--- config.mk ---
export PLATFORM = sky130hd
export DESIGN_NAME = voxel_world_generator
export DESIGN_NICKNAME = d
export VERILOG_FILES = /design/src/rtl/voxel_world_generator.sv
export SDC_FILE = /design/constraint.sdc
export NUM_CORES = 1
export LEC_CHECK = 0
export ABC_CLOCK_PERIOD_IN_PS = 3690
export BUFFER_PORTS_ARGS = -buffer_cell sky130_fd_sc_hd__buf_2
export CORE_ASPECT_RATIO = 0.6
export CORE_MARGIN = 10
export CORE_UTILIZATION = 44
export DETAILED_ROUTE_END_ITERATION = 10
export HOLD_SLACK_MARGIN = 0.08
export PLACE_DENSITY = 0.76
export SLEW_MARGIN = 30
export SYNTH_ARGS = -nofsm -noshare
export SYNTH_HDL_FRONTEND = slang
export SYNTH_SLANG_ARGS = --single-unit
--- constraint.sdc ---
create_clock -name clk -period 3.69 [get_ports clk]
set_clock_uncertainty 0.2 [all_clocks]
set_input_delay 0.5535 -clock clk [delete_from_list [all_inputs] [get_ports clk]]
set_output_delay 0.5535 -clock clk [all_outputs]
set_load 0.01 [all_outputs]
--- src/rtl/voxel_world_generator.sv ---
// Procedural voxel-world builder: streams one terrain word per cell of a GRID_SIZE^3 volume.
// Optional marker pillar through the volume centre when VOXEL_WORLD_PILLAR_EN is defined.
module voxel_world_generator #(
  parameter  int unsigned GRID_SIZE = 64,
  localparam int unsigned AXIS_BITS = $clog2(GRID_SIZE),
  localparam int unsigned AW        = 3 * AXIS_BITS
) (
  input  logic          clk,
  input  logic          rst_n,
  input  logic          start,
  output logic          busy,
  output logic          done,
  output logic          write_en,
  output logic [AW-1:0] write_addr,
  output logic [63:0]   write_data
);

  localparam int unsigned HW        = AXIS_BITS + 1;
  localparam int unsigned SHIFT     = AXIS_BITS - 3;
  localparam int unsigned N_CELLS   = GRID_SIZE * GRID_SIZE * GRID_SIZE;
  localparam logic [AW-1:0] LAST_ADDR = AW'(N_CELLS - 1);

  typedef enum logic [0:0] {IDLE, RUN} state_t;

  state_t          state, state_nxt;
  logic            busy_nxt, done_nxt, en_nxt;
  logic [AW-1:0]   addr_nxt;
  logic [63:0]     data_nxt;

  // Terrain (and optional pillar) word for one cell address {z,y,x}.
  function automatic logic [63:0] voxel_word(input logic [AW-1:0] addr);
    logic [AXIS_BITS-1:0] x, y, z;
    logic [HW-1:0]        h, yy;
    logic [7:0]           mat, light;
    x  = addr[AXIS_BITS-1:0];
    y  = addr[2*AXIS_BITS-1:AXIS_BITS];
    z  = addr[AW-1:2*AXIS_BITS];
    yy = HW'(y);
    h  = HW'(GRID_SIZE / 4) + HW'(x >> SHIFT) + HW'(z >> SHIFT);
    if (yy == '0)                 mat = 8'd1;
    else if (yy >= h)             mat = 8'd0;
    else if (yy == h - HW'(1))    mat = 8'd4;
    else if (yy >= h - HW'(4))    mat = 8'd3;
    else                          mat = 8'd2;
`ifdef VOXEL_WORLD_PILLAR_EN
    if (x == AXIS_BITS'(GRID_SIZE / 2) && z == AXIS_BITS'(GRID_SIZE / 2) &&
        32'(y) < (3 * GRID_SIZE) / 4)
      mat = 8'd5;
`endif
    light = 8'(32'(y) << 2);
    return (mat == 8'd0) ? 64'd0 : {40'd0, light, 8'hFF, mat};
  endfunction

  // State and registered outputs; the address register doubles as the cell counter.
  always_ff @(posedge clk or negedge rst_n) begin
    if (!rst_n) begin
      state      <= IDLE;
      busy       <= 1'b0;
      done       <= 1'b0;
      write_en   <= 1'b0;
      write_addr <= '0;
      write_data <= 64'd0;
    end else begin
      state      <= state_nxt;
      busy       <= busy_nxt;
      done       <= done_nxt;
      write_en   <= en_nxt;
      write_addr <= addr_nxt;
      write_data <= data_nxt;
    end
  end

  always_comb begin
    state_nxt = state;
    case (state)
      IDLE:    if (start) state_nxt = RUN;
      RUN:     if (write_addr == LAST_ADDR) state_nxt = IDLE;
      default: state_nxt = IDLE;
    endcase
  end

  // Next output values; data is computed from the address it will accompany.
  always_comb begin
    busy_nxt = 1'b0;
    done_nxt = 1'b0;
    en_nxt   = 1'b0;
    addr_nxt = '0;
    data_nxt = 64'd0;
    if (state == RUN && write_addr == LAST_ADDR) done_nxt = 1'b1;
    if (state_nxt == RUN) begin
      busy_nxt = 1'b1;
      en_nxt   = 1'b1;
      addr_nxt = (state == RUN) ? write_addr + AW'(1) : '0;
      data_nxt = voxel_word(addr_nxt);
    end
  end

endmodule

Word level (Yosys, flattened, before mapping)
Cells that the tools add are included.

cells by class
  add/subtract/negate cells = 5
  magnitude comparators = 2
  equality and inequality tests = 2
  mux-type cells = 14
  bitwise gates (word level) = 1
  reductions and logical operators = 3

operators by type and width
  cell                   number
  $mux 64                1
  $mux 18                2
  $mux 24                1
  $add 18x1->18 const B  1
  $eq 18x18->1 const B   1
  $mux 8                 2
  $ge 6x7->1             2
  $logic_not 8->1        1
  $add 6x3->7            1
  $eq 6x7->1             1
  $sub 7x1->7 const B    1
  $sub 7x3->7 const B    1
  $add 5x3->6 const A    1
  $logic_not 6->1        1
  $mux 3                 2
  $mux 1                 5
  $pmux 1 s2             1
  $logic_and 1x1->1      1
  $not 1->1              1

word-level totals
  register bits after elaboration = 85
  bits of input ports = 3
  word-level logic and storage cells = 32

Logic depth before layout (Yosys ltp)
  word-level depth = 14
  gate-level depth with buffers = 17
  gate-level depth less buffers = 17

Worst setup path before layout
Ideal clock, no wire load.

  path kind = register -> register
  from = reg write_addr[10]
  to = reg write_data[0]
  data arrival time = 3.758 ns
  data required time = 3.368 ns
  path slack = -0.389 ns
  cell stages (with the launch flop) = 18
  period minus slack after synthesis = 4.079 ns
  cells stage by stage = dfrtp_1 > nand4_1 > or3_1 > nor3_1 > and3_1 > xnor2_1 > nor2_1 > ha_1 > fa_1 > xor2_1 > inv_1 > ha_1 > nand2_1 > and3_1 > mux2i_1 > a211oi_2 > nand4_1 > a32o_1

on the way
  word-level cells in the longest chain between the ends = 13
  elaborated cells between the ends (all ways) = 20
  classes of those cells = add/sub: 4; order compare: 2; eq/ne: 2; mux: 10; reduce/logical: 2

ends and longest elaborated chain
  element                   line  text
  start: declaration        14    output logic [AW-1:0] write_addr,
  start signal: assignment  68    write_addr <= addr_nxt;
  $add 18x1->18             93    addr_nxt = (state == RUN) ? write_addr + AW'(1) : '0;
  $mux 18                   93
  $add 6x3->7               39    h = HW'(GRID_SIZE / 4) + HW'(x >> SHIFT) + HW'(z >> SHIFT);
  $sub 7x3->7               43    else if (yy >= h - HW'(4)) mat = 8'd3;
  $ge 6x7->1                43
  $mux 1                    43
  $mux 3                    42    else if (yy == h - HW'(1)) mat = 8'd4;
  $mux 3                    41    else if (yy >= h) mat = 8'd0;
  $mux 8                    40    if (yy == '0) mat = 8'd1;
  $mux 8                    90    if (state_nxt == RUN) begin
  $logic_not 8->1           51    return (mat == 8'd0) ? 64'd0 : {40'd0, light, 8'hFF, mat};
  $mux 24                   51
  $mux 64 (*)               90
  net data_nxt[0]           28    logic [63:0] data_nxt;
  end signal: assignment    69    write_data <= data_nxt;
  end: declaration          15    output logic [63:0] write_data

Mark *: on every way through the listed nets, which the timed path passes. The rest lies on a longest branch. The select of a mux whose other input is x is not followed.

Worst setup path after layout
Ends and elaborated chain as after synthesis.

==> flow_metrics.tcl <==
set metrics [dict create \
    ctsHoldBuffers 0 \
    worstSetupPathType "reg2reg" \
    maxCapViolations 0 \
    dieArea_um2 8340 \
    antenna_found_initial 0 \
    wl_per_cell_um 16.4 \
    yosys_warnings 0 \
    clk-insertion-delay-late_ns 0.29 \
    setup_ws_ns -0.103 \
    drive_gt1_share_pct 39.0 \
    grt_pass1_vias 1848 \
    drc 0 \
    p_leak_uw 0.00139 \
    min_period_over_period_pct 103 \
    grt_max_degree 31 \
    ys.flop_type "dfrtp_1" \
    dr.pass1.iters 4 \
    outcome "finished, violations left" \
    rsz0062_at_grt "yes" \
    clock_power_share_pct 15.7 \
    wl_mm 6.13 \
    period_needed_ns 3.79 \
    cts_tree "built" \
    endpoint_kind "register" \
    vias_per_cell 4.87 \
    fp-row-count 19 \
    place_area_um2 2520 \
    synth_edf_count 0 \
    violations "negative setup slack" \
    r2r_cells 17 \
    yosysSeqAreaShare_pct 34.0 \
    synth.cell_area_um2 2210 \
    hold_class "in2async" \
    drv_slew 0 \
    ys_seq_elements 30 \
    cts_buffers 5 \
    fin_nets 325 \
    final_hold_viol_count 0 \
    via_count 1815 \
    r2r_setup_slack_ns -0.10 \
    startpoint "write_addr[10]$_DFF_PN0_" \
    grt_overflow 0 \
    preCtsSetupSlack_ns -0.230 \
    initial_utilization_pct 46.9 \
    h-tree-depth 2 \
    die_h_um 74.9 \
    synth_cells 241 \
    p_seq_share_pct 27.1 \
    power_frac_comb_pct 57.2 \
    fin_area_um2 2740 \
    power_switching_share_pct 41.6 \
    cts.path.max_buffers 2 \
    synth_cell_types 50 \
    r2r_end "write_data[0]$_DFF_PN0_" \
    antenna_cells 0 \
    path_clk_slew_ns 0.07 \
    placed_cells 362 \
    arrival_ns 3.77 \
    finalSetupViolCount 6 \
    grt_pass1_wl_mm 9.57 \
    gp_congestion 0.951 \
    p_per_area_nw_per_um2 601 \
    stdcell_count 373 \
    crit_fanout 3 \
    r2r_start "write_addr[10]$_DFF_PN0_" \
    slew_headroom_pct 54.9 \
    root_buffer "clkbuf_8" \
    fmax_ghz 0.264 \
    crit_required_ns 3.67 \
    final_antenna_net_count 0 \
    drt_iter0_markers 86 \
    dp_hpwl_mm 4.75 \
    syn_to_final_growth_pct 24.1 \
    power_uw 1650 \
    syn_area_per_cell_um2 9.16 \
    die_w_um 111 \
    grt_use_total_pct 14.1 \
    p_sw_uw 686 \
    design.core.area_um2 4710 \
    internal_power_uw 962 \
    io_buffer_count 40 \
    postSynth.asyncResetShare_pct 100 \
    cp-start-kind "register" \
    numClockSinks 30 \
    tightest_slew_ns 0.676 \
    io_pins 88 \
    ir_worst_vdd_mv 0.309 \
]
power by group through the flow:
stage	clock, µW	combinational [µW]	sequential (µW)
CTS	262	899	446
floorplan	0	551	484
global route	281	1030	451
global placement	0	813	444
finish	259	943	446
detailed placement	0	843	449
per-layer routing:
layer	routed length (µm)	global-route usage, %
met5	0	0
met4	51	3.83
met3	399	4.44
met2	3040	24.3
met1	2640	16.9
final cells by class:
class                           count  area, µm²
Sequential cell                    30        756
Tap cell                           63       78.8
Clock buffer                        6       72.6
Inverter                           12       45.0
Fill cell                         413       1970
Timing Repair Buffer               72        440
Clock inverter                      2       10.0
Multi-Input combinational cell    188       1340
how the worst max path moves through the flow:
stage	endpoint	slack, ns	depth (start not counted)
after floorplan	write_data[19]$_DFF_PN0_	-0.04	15
after global placement	write_data[19]$_DFF_PN0_	-0.13	15
after detailed placement	write_data[19]$_DFF_PN0_	-0.23	15
after CTS	write_data[1]$_DFF_PN0_	-0.06	15
after global routing	write_data[0]$_DFF_PN0_	-0.30	17
final	write_data[0]$_DFF_PN0_	-0.10	17
synthesized netlist by cell type (2+ instances only):
library cell,n,area share [%]
nor3_1,14,3.2
ha_1,12,6.8
o21ai_0,3,0.68
and3_1,2,0.57
xor2_1,5,2.0
mux2i_1,2,0.91
nand2b_1,3,0.85
o211ai_1,2,0.68
nand3_1,5,1.1
buf_1,2,0.34
dfrtp_1,30,34
or3_1,2,0.57
nor2_1,28,4.8
xnor2_1,12,4.8
buf_4,55,19
a21oi_1,7,1.6
nand2_1,9,1.5
inv_1,12,2.0
nand4_1,4,1.1
o21a_1,2,0.68
per-stage QoR:
step	hold slack, ns	util (%)	TNS (ns)
floorplan	0.0579	-	-0.123
global placement	0.344	53.5	-0.632
detailed placement	0.367	53.5	-1.12
CTS	0.123	56.9	-0.204
global route	0.153	58.2	-1.73
finish	0.0995	58.2	-0.219
cell usage in the layout (no fill, tap or decap), types with 5 or more instances in the layout:
master / Yosys / routed
nor2_1: 28 / 26
inv_1: 12 / 11
nor3_1: 14 / 8
xnor2_1: 12 / 10
dfrtp_1: 30 / 26
buf_4: 55 / 32
conb_1: 1 / 48
nor3_2: 1 / 5
buf_2: 0 / 40
nand2_1: 9 / 8
nand3_1: 5 / 5
clkbuf_8: 0 / 5
ha_1: 12 / 7
registers in the layout, indices dropped and copies added, names as in the netlist:
name        cells
write_data     10
write_addr     18
state           1
done            1
repair_timing:
item	CTS	global route
pin swaps	13	6
gates resized for setup	11	9
endpoints found under the setup margin	9	9
buffers inserted	2	1
cell families (layout without fill, tap and decap cells):
family	Yosys count	after routing	synth area share, %
AND/OR/NAND/NOR	82	82	20.7
AO/OA/AOI/OAI	26	26	8.50
buffers and inverters	70	92	21.3
multiplexers	2	2	0.907
XOR/XNOR	17	17	6.75
other	1	48	0.170
adder cells (fa/ha/maj)	13	13	7.71
flip-flops	30	30	34.0
worst max-delay path, stage by stage, from the launching register on:
cell and delay, ns:
dfrtp_2 0.37, nand4_1 0.13, or3_4 0.38, nor3_4 0.15, and3_4 0.24, xnor2_4 0.12
nor2_1 0.06, ha_2 0.20, fa_2 0.36, xor2_2 0.16, inv_1 0.07, ha_2 0.18
buf_4 0.14, a21oi_1 0.17, mux2i_1 0.13, a211oi_2 0.20, nand4_1 0.17, a32o_1 0.25
(Power assumes the default switching activity.)
